==> config.mk <==
export PLATFORM = sky130hd
export DESIGN_NAME = dma_priority_resolver_flat
export DESIGN_NICKNAME = d
export VERILOG_FILES = /design/src/rtl/dma_priority_resolver_if.sv /design/src/rtl/dma_priority_resolver.sv /design/src/flat_wrapper.sv
export SDC_FILE = /design/constraint.sdc
export NUM_CORES = 1
export LEC_CHECK = 0
export CAP_MARGIN = 30
export CORE_UTILIZATION = 40
export DETAILED_ROUTE_END_ITERATION = 7
export GPL_ROUTABILITY_DRIVEN = 1
export PLACE_DENSITY = 0.74
export RECOVER_POWER = 50
export SLEW_MARGIN = 5
export SYNTH_ARGS = -nofsm -noshare
export SYNTH_HDL_FRONTEND = slang
export SYNTH_SLANG_ARGS = --single-unit
export TNS_END_PERCENT = 30
==> constraint.sdc <==
create_clock -name CLK -period 1.53 [get_ports CLK]
set_input_delay 0.306 -clock CLK [delete_from_list [all_inputs] [get_ports CLK]]
set_output_delay 0.306 -clock CLK [all_outputs]
set_load 0.05 [all_outputs]
==> src/rtl/dma_priority_resolver_if.sv <==
// Bus bundle between the DMA priority resolver and its surroundings.
// master: drives requests/registers/timing-FSM strobes; slave: the resolver.
interface dma_priority_resolver_if #(
  parameter int NCH = 4
);
  logic [NCH-1:0] DREQ;
  logic [NCH-1:0] maskReg;
  logic [NCH-1:0] requestReg;
  logic [7:0]     commandReg;
  logic           Program;
  logic           hlda;
  logic           validDACK;
  logic           serviceDone;
  logic [NCH-1:0] VALID_DREQ;
  logic [1:0]     grantCh;
  logic           grantValid;
  logic [NCH-1:0] DACK;

  modport master (
    output DREQ, maskReg, requestReg, commandReg, Program, hlda, validDACK, serviceDone,
    input  VALID_DREQ, grantCh, grantValid, DACK
  );

  modport slave (
    input  DREQ, maskReg, requestReg, commandReg, Program, hlda, validDACK, serviceDone,
    output VALID_DREQ, grantCh, grantValid, DACK
  );
endinterface

==> src/rtl/dma_priority_resolver.sv <==
// 8237A-style DMA priority resolver: synchronises DREQ, applies mask /
// software requests / command bits, locks one channel for a whole service
// and drives DACK during the acknowledge window.
// Optional feature macro: DMA_ROTATE_PRIO_EN (rotating priority via commandReg[4]).
module dma_priority_resolver #(
  parameter int NCH      = 4,
  parameter int SYNC_STG = 2
) (
  input  logic                     CLK,
  input  logic                     RESET,
  dma_priority_resolver_if.slave   bus
);

  typedef enum logic [1:0] {IDLE = 2'd0, LOCK = 2'd1, RELEASE = 2'd2} state_e;

  state_e                         state_q, state_d;
  logic [SYNC_STG-1:0][NCH-1:0]   sync_q, sync_d;
  logic [NCH-1:0]                 valid_dreq_q, valid_dreq_d;
  logic [1:0]                     grant_ch_q, grant_ch_d;
  logic                           grant_valid_q, grant_valid_d;
  logic                           dack_act_q, dack_act_d;
  logic [NCH-1:0]                 dack_q, dack_d;
`ifdef DMA_ROTATE_PRIO_EN
  logic [1:0]                     ptr_q, ptr_d;
  logic                           rot_q, rot_d;
`endif

  logic [NCH-1:0] dreq_n;
  logic [NCH-1:0] pending;
  logic [1:0]     start;
  logic [1:0]     idx;
  logic [1:0]     win_ch;
  logic           win_found;
  logic           lock_go;
  logic           abort;

  // Command bits this stage never looks at.
  logic unused_cmd;
`ifdef DMA_ROTATE_PRIO_EN
  assign unused_cmd = ^{bus.commandReg[5], bus.commandReg[3], bus.commandReg[1:0]};
`else
  assign unused_cmd = ^{bus.commandReg[5:3], bus.commandReg[1:0]};
`endif

  // Polarity normalisation, synchroniser chain, request qualification and winner search.
  always_comb begin
    dreq_n    = bus.commandReg[6] ? ~bus.DREQ : bus.DREQ;
    sync_d    = sync_q;
    sync_d[0] = dreq_n;
    for (int s = 1; s < SYNC_STG; s++) sync_d[s] = sync_q[s-1];
    pending   = (sync_q[SYNC_STG-1] & ~bus.maskReg) | bus.requestReg;
`ifdef DMA_ROTATE_PRIO_EN
    start     = bus.commandReg[4] ? ptr_q : 2'd0;
`else
    start     = 2'd0;
`endif
    win_found = 1'b0;
    win_ch    = 2'd0;
    idx       = 2'd0;
    for (int k = 0; k < NCH; k++) begin
      idx = start + 2'(k);
      if (!win_found && pending[idx]) begin
        win_found = 1'b1;
        win_ch    = idx;
      end
    end
    lock_go   = (pending != '0) && !bus.commandReg[2] && !bus.Program;
    // Requester went away before the bus was handed over.
    abort     = !bus.hlda && !pending[grant_ch_q];
  end

  // State register and all output/pointer flops.
  always_ff @(posedge CLK or posedge RESET) begin
    if (RESET) begin
      state_q       <= IDLE;
      sync_q        <= '0;
      valid_dreq_q  <= '0;
      grant_ch_q    <= 2'd0;
      grant_valid_q <= 1'b0;
      dack_act_q    <= 1'b0;
      dack_q        <= '1;
`ifdef DMA_ROTATE_PRIO_EN
      ptr_q         <= 2'd0;
      rot_q         <= 1'b0;
`endif
    end else begin
      state_q       <= state_d;
      sync_q        <= sync_d;
      valid_dreq_q  <= valid_dreq_d;
      grant_ch_q    <= grant_ch_d;
      grant_valid_q <= grant_valid_d;
      dack_act_q    <= dack_act_d;
      dack_q        <= dack_d;
`ifdef DMA_ROTATE_PRIO_EN
      ptr_q         <= ptr_d;
      rot_q         <= rot_d;
`endif
    end
  end

  // Next-state: serviceDone takes precedence over abort while locked.
  always_comb begin
    state_d = state_q;
    case (state_q)
      IDLE:    if (lock_go) state_d = LOCK;
      LOCK:    if (bus.serviceDone) state_d = RELEASE;
               else if (abort) state_d = IDLE;
      RELEASE: state_d = IDLE;
      default: state_d = IDLE;
    endcase
  end

  // Output/next-register values: grant latch, release/abort clear, pointer rotation, DACK.
  always_comb begin
    valid_dreq_d  = valid_dreq_q;
    grant_ch_d    = grant_ch_q;
    grant_valid_d = grant_valid_q;
`ifdef DMA_ROTATE_PRIO_EN
    ptr_d         = ptr_q;
    rot_d         = rot_q;
`endif
    case (state_q)
      IDLE: begin
        if (lock_go) begin
          grant_ch_d           = win_ch;
          valid_dreq_d         = '0;
          valid_dreq_d[win_ch] = 1'b1;
          grant_valid_d        = 1'b1;
`ifdef DMA_ROTATE_PRIO_EN
          // Mode is frozen for the service so a mid-service write cannot affect the pointer.
          rot_d                = bus.commandReg[4];
`endif
        end
      end
      LOCK: begin
        if (bus.serviceDone) begin
          valid_dreq_d  = '0;
          grant_valid_d = 1'b0;
`ifdef DMA_ROTATE_PRIO_EN
          if (rot_q) ptr_d = grant_ch_q + 2'd1;
`endif
        end else if (abort) begin
          valid_dreq_d  = '0;
          grant_valid_d = 1'b0;
        end
      end
      default: ;
    endcase

    // DACK stays up from the first validDACK until the service ends or aborts.
    dack_act_d = (state_q == LOCK) && !bus.serviceDone && !abort &&
                 (dack_act_q || (bus.validDACK && grant_valid_q));
    dack_d     = {NCH{~bus.commandReg[7]}};
    if (dack_act_d) dack_d[grant_ch_q] = bus.commandReg[7];
  end

  assign bus.VALID_DREQ = valid_dreq_q;
  assign bus.grantCh    = grant_ch_q;
  assign bus.grantValid = grant_valid_q;
  assign bus.DACK       = dack_q;

endmodule
==> src/flat_wrapper.sv <==
// flat-port wrapper written by rule: the top's interface ports become plain ports
module dma_priority_resolver_flat 
#(
  parameter int NCH      = 4,
  parameter int SYNC_STG = 2
)
  (CLK, RESET, bus_DREQ, bus_maskReg, bus_requestReg, bus_commandReg, bus_Program, bus_hlda, bus_validDACK, bus_serviceDone, bus_VALID_DREQ, bus_grantCh, bus_grantValid, bus_DACK);
  dma_priority_resolver_if #(.NCH(NCH)) bus_i ();
  input  logic CLK;
  input  logic RESET;
  input wire logic [$bits(bus_i.DREQ)-1:0] bus_DREQ;
  input wire logic [$bits(bus_i.maskReg)-1:0] bus_maskReg;
  input wire logic [$bits(bus_i.requestReg)-1:0] bus_requestReg;
  input wire logic [$bits(bus_i.commandReg)-1:0] bus_commandReg;
  input wire logic [$bits(bus_i.Program)-1:0] bus_Program;
  input wire logic [$bits(bus_i.hlda)-1:0] bus_hlda;
  input wire logic [$bits(bus_i.validDACK)-1:0] bus_validDACK;
  input wire logic [$bits(bus_i.serviceDone)-1:0] bus_serviceDone;
  output wire logic [$bits(bus_i.VALID_DREQ)-1:0] bus_VALID_DREQ;
  output wire logic [$bits(bus_i.grantCh)-1:0] bus_grantCh;
  output wire logic [$bits(bus_i.grantValid)-1:0] bus_grantValid;
  output wire logic [$bits(bus_i.DACK)-1:0] bus_DACK;
  assign bus_i.DREQ = bus_DREQ;
  assign bus_i.maskReg = bus_maskReg;
  assign bus_i.requestReg = bus_requestReg;
  assign bus_i.commandReg = bus_commandReg;
  assign bus_i.Program = bus_Program;
  assign bus_i.hlda = bus_hlda;
  assign bus_i.validDACK = bus_validDACK;
  assign bus_i.serviceDone = bus_serviceDone;
  assign bus_VALID_DREQ = bus_i.VALID_DREQ;
  assign bus_grantCh = bus_i.grantCh;
  assign bus_grantValid = bus_i.grantValid;
  assign bus_DACK = bus_i.DACK;
  dma_priority_resolver #(.NCH(NCH), .SYNC_STG(SYNC_STG)) u_core (.CLK(CLK), .RESET(RESET), .bus(bus_i));
endmodule
==> results of run 1 <==
==> through the flow <==
step | TNS (ns) | worst slack (ns)
floorplan | 0 | 0.004197
global placement | -2.461 | -0.2820
detailed placement | -2.804 | -0.3097
CTS | 0 | 0.02055
global route | -0.1188 | -0.03327
finish | 0 | 0.01141
==> power by group through the flow <==
stage | logic [µW] | registers (µW) | clock network (µW)
after CTS | 710 | 744 | 318
after detailed placement | 702 | 755 | 0
after global placement | 688 | 749 | 0
after floorplan | 213 | 876 | 0
final | 740 | 740 | 312
after global routing | 778 | 751 | 342
==> state kept, by name, summed over array words and instances, names as in the netlist <==
name                   cells
u_core.sync_d              4
u_core.bus.DACK            4
u_core.state_q             2
u_core.dack_act_q          1
u_core.bus.grantCh         2
u_core.bus.grantValid      1
u_core.sync_q              4
u_core.bus.VALID_DREQ      4
==> timing repair <==
| item | 4_1_cts | 5_1_grt |
|---|---|---|
| resized for setup | 2 | 3 |
| pin swaps | 1 | 5 |
| setup buffers | 0 | 2 |
| setup endpoints to repair | 3 | 7 |
==> critical path, delay by kind of cell <==
kind / cells / cell delay [ns]
buf+inv: 1 / 0.47
compound gates: 3 / 0.53
simple gates: 2 / 0.41
==> metal layers <==
metal / wire [µm] / GRT usage
met5: 0 / 0
met2: 1158 / 0.3333
met3: 104 / 0.02083
met4: 80 / 0.1157
met1: 801 / 0.1981
==> synthesized netlist by cell type (2+ instances only) <==
cell,number
dfrtp_1,18
nor2_1,7
xor2_1,7
nand2_1,5
nor2b_1,5
a21oi_1,4
dfstp_2,4
o21ai_0,4
a21o_1,3
and2_1,2
inv_1,2
nand3_1,2
==> area by class of cell <==
class | instances | area [µm²]
fill | 158 | 635.6
clock buffer | 4 | 36.28
multi-input combinational | 59 | 452.9
sequential | 22 | 558.0
tap | 28 | 35.03
inverter | 2 | 7.507
timing repair buffer | 43 | 508.0
==> logic make-up (layout without fill, tap and decap cells) <==
family | after synthesis | count (layout)
flops | 22 | 22
simple gates | 33 | 33
compound gates | 18 | 18
buf+inv | 2 | 49
xor+xnor | 8 | 8
==> final timing paths <==
check | depth (start not counted) | slack (ns) | end | start
min in group asynchronous | 3 | 0.55 | u_core.dack_act_q | RESET
worst max register to register | 5 | 0.04 | u_core.bus.grantCh[0] | u_core.state_q[1]
max in group asynchronous | 3 | 0.61 | u_core.bus.grantCh[1] | RESET
worst max-delay path | 6 | 0.01 | u_core.bus.grantValid | bus_hlda
worst min register to register | 0 | 0.36 | u_core.sync_q[6] | u_core.sync_d[6]
worst min-delay path | 0 | 0.36 | u_core.sync_q[6] | u_core.sync_d[6]
==> impl_metrics.json, run 1 <==
{
  "status": "finished, final reports clean",
  "hold_viol": 0,
  "synth_edf_count": 0,
  "io-pin-count": 37,
  "ys_warn_count": 0,
  "syn_area_um2": 962.2,
  "maxCapViolCount": 0,
  "critPathMaxFanout": 5,
  "place_inst": 152,
  "synth_simple_gate_area_frac": 0.2081,
  "grt_overflow": 0,
  "layout-drive-gt1-share": 0.3462,
  "crit_chain": "clkdlybuf4s50_1 > or2_1 > o22ai_2 > nand4_4 > o2bb2ai_4 > a21bo_2",
  "drc": 0,
  "muxShareOfSynthArea": 0,
  "n_antenna_cell": 0,
  "power_switching_uw": 603.0,
  "dp_hpwl_um": 1637,
  "slowest_stage": "clkdlybuf4s50_1",
  "power_frac_seq": 0.413,
  "startpoint_type": "input pin",
  "period_minus_slack_ns": 1.519,
  "finalSetupViolCount": 0,
  "cts_buffers": 3,
  "peakVddDrop_mv": 0.7258,
  "timing.slew.headroom": 0.6541,
  "cts_tree": "built",
  "synthAdderAreaFrac": 0,
  "gp_congestion": 0.8463,
  "root_buffer": "clkbuf_4",
  "drt_iter0_drc": 16,
  "layout_common_cells": "clkdlybuf4s50_1, dfrtp_1, buf_12, buf_4, xor2_1",
  "numPortBuffers": 31,
  "hold_class": "reg2reg",
  "grt_max_degree": 23,
  "final_common_cell": "clkdlybuf4s50_1",
  "synth_nets": 109,
  "syn_avg_cell_area_um2": 11.59,
  "utilization": 0.7154,
  "async_flop_share": 1.000,
  "nNetsFinal": 157,
  "fin_crit_sh": 0.9925,
  "clock-sinks": 22,
  "rsz0062_at_grt": "true",
  "max_freq_mhz": 658.5,
  "design_area_um2": 1598,
  "netSwitchingFraction": 0.3366,
  "finalClockSkew_ns": 0.003951,
  "synth_top_family_by_area": "simple AND/OR/NAND/NOR gates",
  "pwr_density_cell_nw_per_um2": 1121,
  "synth_xor_area_frac": 0.07282,
  "clk_pin_slew_worst_paths_ns": 0.12,
  "power.internal_uw": 1189,
  "grt_pass1_vias": 913,
  "initial_utilization": 0.4308,
  "p_clk_frac": 0.174,
  "die-area_um2": 2606,
  "hold_buffers": 0,
  "detail-route-antenna-nets": 0,
  "power_uw": 1792,
  "antenna_found_initial": 0,
  "avgViaCountPerCell": 5.165,
  "fp.dieH_um": 51.05,
  "die_w_um": 51.05,
  "holdWs_ns": 0.3617,
  "htreeDepth": 1,
  "core_area_um2": 2233,
  "p_leak_uw": 0.0007131,
  "cp_slowest_stage_delay_ns": 0.47,
  "synth_compound_area_frac": 0.1339,
  "syn-instance-count": 83,
  "slew_viol_final": 0,
  "place_area_um2": 1530,
  "netlist-cell-type-count": 32,
  "instances_no_fill": 158,
  "synth_seq_cells": 22,
  "synth.area.top_cells": "dfrtp_1, dfstp_2, xor2_1",
  "grtUsageTotal": 0.1827,
  "critPathArrivalTime_ns": 1.72,
  "clk_latency_ns": 0.30,
  "grt_pass1_wl_um": 3553,
  "pwr-share-comb": 0.413,
  "area_growth_pct": 66.06,
  "synth_top_cell_area_share": 0.4681,
  "end_kind": "register",
  "yosysSeqAreaShare": 0.5774,
  "firstDrtPassIters": 4,
  "cts_buffer_depth": 2,
  "worst_pin_slew_ns": 0.5188,
  "cp.required_ns": 1.73,
  "rows": 17,
  "vias": 816,
  "synth_area_leader_cell": "dfrtp_1",
  "synth_flop_cell": "dfrtp_1",
  "setup.worst_path.class": "in2reg",
  "finalWirelength_um": 2145,
  "wl_per_cell_um": 13.58
}
Power figures use the tool's default switching activity.
==> inputs of run 2 (changes only) <==
--- a/config.mk
+++ b/config.mk
@@ -5,10 +5,11 @@
 export SDC_FILE = /design/constraint.sdc
 export NUM_CORES = 1
 export LEC_CHECK = 0
-export CAP_MARGIN = 30
+export CAP_MARGIN = 20
 export CORE_UTILIZATION = 40
 export DETAILED_ROUTE_END_ITERATION = 7
 export GPL_ROUTABILITY_DRIVEN = 1
+export MAX_ROUTING_LAYER = met4
 export PLACE_DENSITY = 0.74
 export RECOVER_POWER = 50
 export SLEW_MARGIN = 5
==> results of run 2 <==
Same layout as run 1: the final DEF is identical, and so are final timing and power.
Main changes from that run: final weighted congestion in routability-driven placement 0.8463 -> 0.8596; overall routing resource usage 0.1827 -> 0.1878
==> inputs of run 3 (changes only) <==
--- a/config.mk
+++ b/config.mk
@@ -6,11 +6,10 @@
 export NUM_CORES = 1
 export LEC_CHECK = 0
 export CAP_MARGIN = 20
-export CORE_UTILIZATION = 40
+export CORE_UTILIZATION = 33
 export DETAILED_ROUTE_END_ITERATION = 7
 export GPL_ROUTABILITY_DRIVEN = 1
 export MAX_ROUTING_LAYER = met4
-export PLACE_DENSITY = 0.74
 export RECOVER_POWER = 50
 export SLEW_MARGIN = 5
 export SYNTH_ARGS = -nofsm -noshare
==> impl_metrics.json, run 3 (synthesis results as in run 1) <==
{
  "cp_slowest_stage_delay_ns": 0.45,
  "setup.worst_path.class": "in2reg",
  "die_w_um": 56.00,
  "end_kind": "register",
  "peakVddDrop_mv": 0.7482,
  "drc": 0,
  "critPathMaxFanout": 7,
  "cts_tree": "built",
  "slowest_stage": "clkdlybuf4s50_1",
  "avgViaCountPerCell": 4.827,
  "design_area_um2": 1593,
  "antenna_found_initial": 0,
  "core_area_um2": 2758,
  "timing.slew.headroom": 0.5656,
  "clk_pin_slew_worst_paths_ns": 0.12,
  "rows": 19,
  "numPortBuffers": 31,
  "io-pin-count": 37,
  "finalClockSkew_ns": 0.005909,
  "root_buffer": "clkbuf_4",
  "vias": 782,
  "grt_pass1_vias": 874,
  "power.internal_uw": 1176,
  "status": "finished, final reports clean",
  "cts_buffer_depth": 2,
  "nNetsFinal": 158,
  "worst_pin_slew_ns": 0.6515,
  "finalWirelength_um": 1998,
  "clk_latency_ns": 0.32,
  "area_growth_pct": 65.54,
  "grt_max_degree": 13,
  "period_minus_slack_ns": 1.503,
  "layout_common_cells": "clkdlybuf4s50_1, dfrtp_1, buf_12, buf_4",
  "power_switching_uw": 595.8,
  "cp.required_ns": 1.75,
  "fin_crit_sh": 0.9822,
  "htreeDepth": 1,
  "die-area_um2": 3135,
  "slew_viol_final": 0,
  "initial_utilization": 0.3489,
  "startpoint_type": "input pin",
  "utilization": 0.5776,
  "fillers": 247,
  "max_freq_mhz": 665.4,
  "grtUsageTotal": 0.1559,
  "grt_pass1_wl_um": 3643,
  "hold_viol": 0,
  "p_leak_uw": 0.0007051,
  "grt_overflow": 0,
  "pwr_density_cell_nw_per_um2": 1113,
  "detail-route-antenna-nets": 0,
  "power_frac_seq": 0.415,
  "gp_congestion": 0.8152,
  "clock-sinks": 22,
  "rsz0062_at_grt": "true",
  "pwr-share-comb": 0.400,
  "crit_chain": "clkdlybuf4s50_1 > or2_1 > o22ai_2 > nand4_4 > o2bb2ai_4 > a21bo_2",
  "final_common_cell": "clkdlybuf4s50_1",
  "critPathArrivalTime_ns": 1.72,
  "layout-drive-gt1-share": 0.3282,
  "power_uw": 1772,
  "drt_iter0_drc": 15,
  "p_clk_frac": 0.184,
  "tns_ns": 0,
  "firstDrtPassIters": 4,
  "dp_hpwl_um": 1616,
  "hold_class": "reg2reg",
  "n_antenna_cell": 0,
  "wl_per_cell_um": 12.33,
  "hold_buffers": 0,
  "finalSetupViolCount": 0,
  "cts_buffers": 3,
  "crit_family": "compound AO/OA/AOI/OAI gates",
  "netSwitchingFraction": 0.3362,
  "maxCapViolCount": 0,
  "fp.dieH_um": 56.00,
  "place_area_um2": 1556,
  "critPathBufInv": 1
}
[run 3: cell types whose count changed in the layout (fill, tap and decap cells not counted), sizes merged]
cell / change
clkbuf: +1
[run 3: worst paths after layout]
path	start	to	slack [ns]	depth (start not counted)
hold reg to reg	u_core.sync_d[6]	u_core.sync_q[6]	0.36	0
max in group asynchronous	RESET	u_core.state_q[1]	0.52	3
hold / removal	u_core.sync_d[6]	u_core.sync_q[6]	0.36	0
min in group asynchronous	RESET	u_core.sync_q[5]	0.53	3
setup / recovery	bus_requestReg[1]	u_core.bus.grantValid	0.03	6
setup reg to reg	u_core.sync_q[5]	u_core.bus.VALID_DREQ[3]	0.05	6
[run 3: power groups by stage]
stage          logic, µW  clock network (µW)  registers [µW]
3_5_place_dp         715                   0             748
3_3_place_gp         710                   0             743
4_1_cts              719                 342             736
5_1_grt              753                 371             746
2_1_floorplan        213                   0             876
6_report             710                 326             736
[run 3: per-layer routing]
| metal | routed length [µm] | global-route usage |
|---|---|---|
| met5 | 0 | - |
| met4 | 36 | 0.07317 |
| met3 | 78 | 0.03023 |
| met2 | 1048 | 0.2755 |
| met1 | 834 | 0.1672 |
[run 3: final cells by class]
cell class,count,area [µm²],share of cell area
Multi-Input combinational cell,59,441.7,0.2773
Timing Repair Buffer,44,510.5,0.3205
Sequential cell,22,558.0,0.3504
Clock buffer,4,36.28,0.02278
Inverter,2,7.507,0.004713
Tap cell,31,38.79,0.02435
[run 3: worst reg2reg max path, delay by kind of cell, from the launching register on]
kind | cells | cell delay [ns]
buffers and inverters | 1 | 0.16
and+or+nand+nor | 4 | 0.78
AOI/OAI and AO/OA | 1 | 0.11
DFF | 1 | 0.39
[run 3: through the flow]
stage / worst slack, ns / hold slack, ns / instances
2_1_floorplan: 0.004197 / 0.2921 / 83
3_3_place_gp: -0.3048 / 0.3344 / 158
3_5_place_dp: -0.3200 / 0.3371 / 158
4_1_cts: 0.02692 / 0.2794 / 162
5_1_grt: -0.02039 / 0.3754 / 162
6_report: 0.02721 / 0.3632 / 162
[run 3: what timing repair did]
item | in CTS | in global routing
setup buffers | 0 | 0
resized for setup | 1 | 0
setup endpoints to repair | 2 | 4
pin swaps | 0 | 1
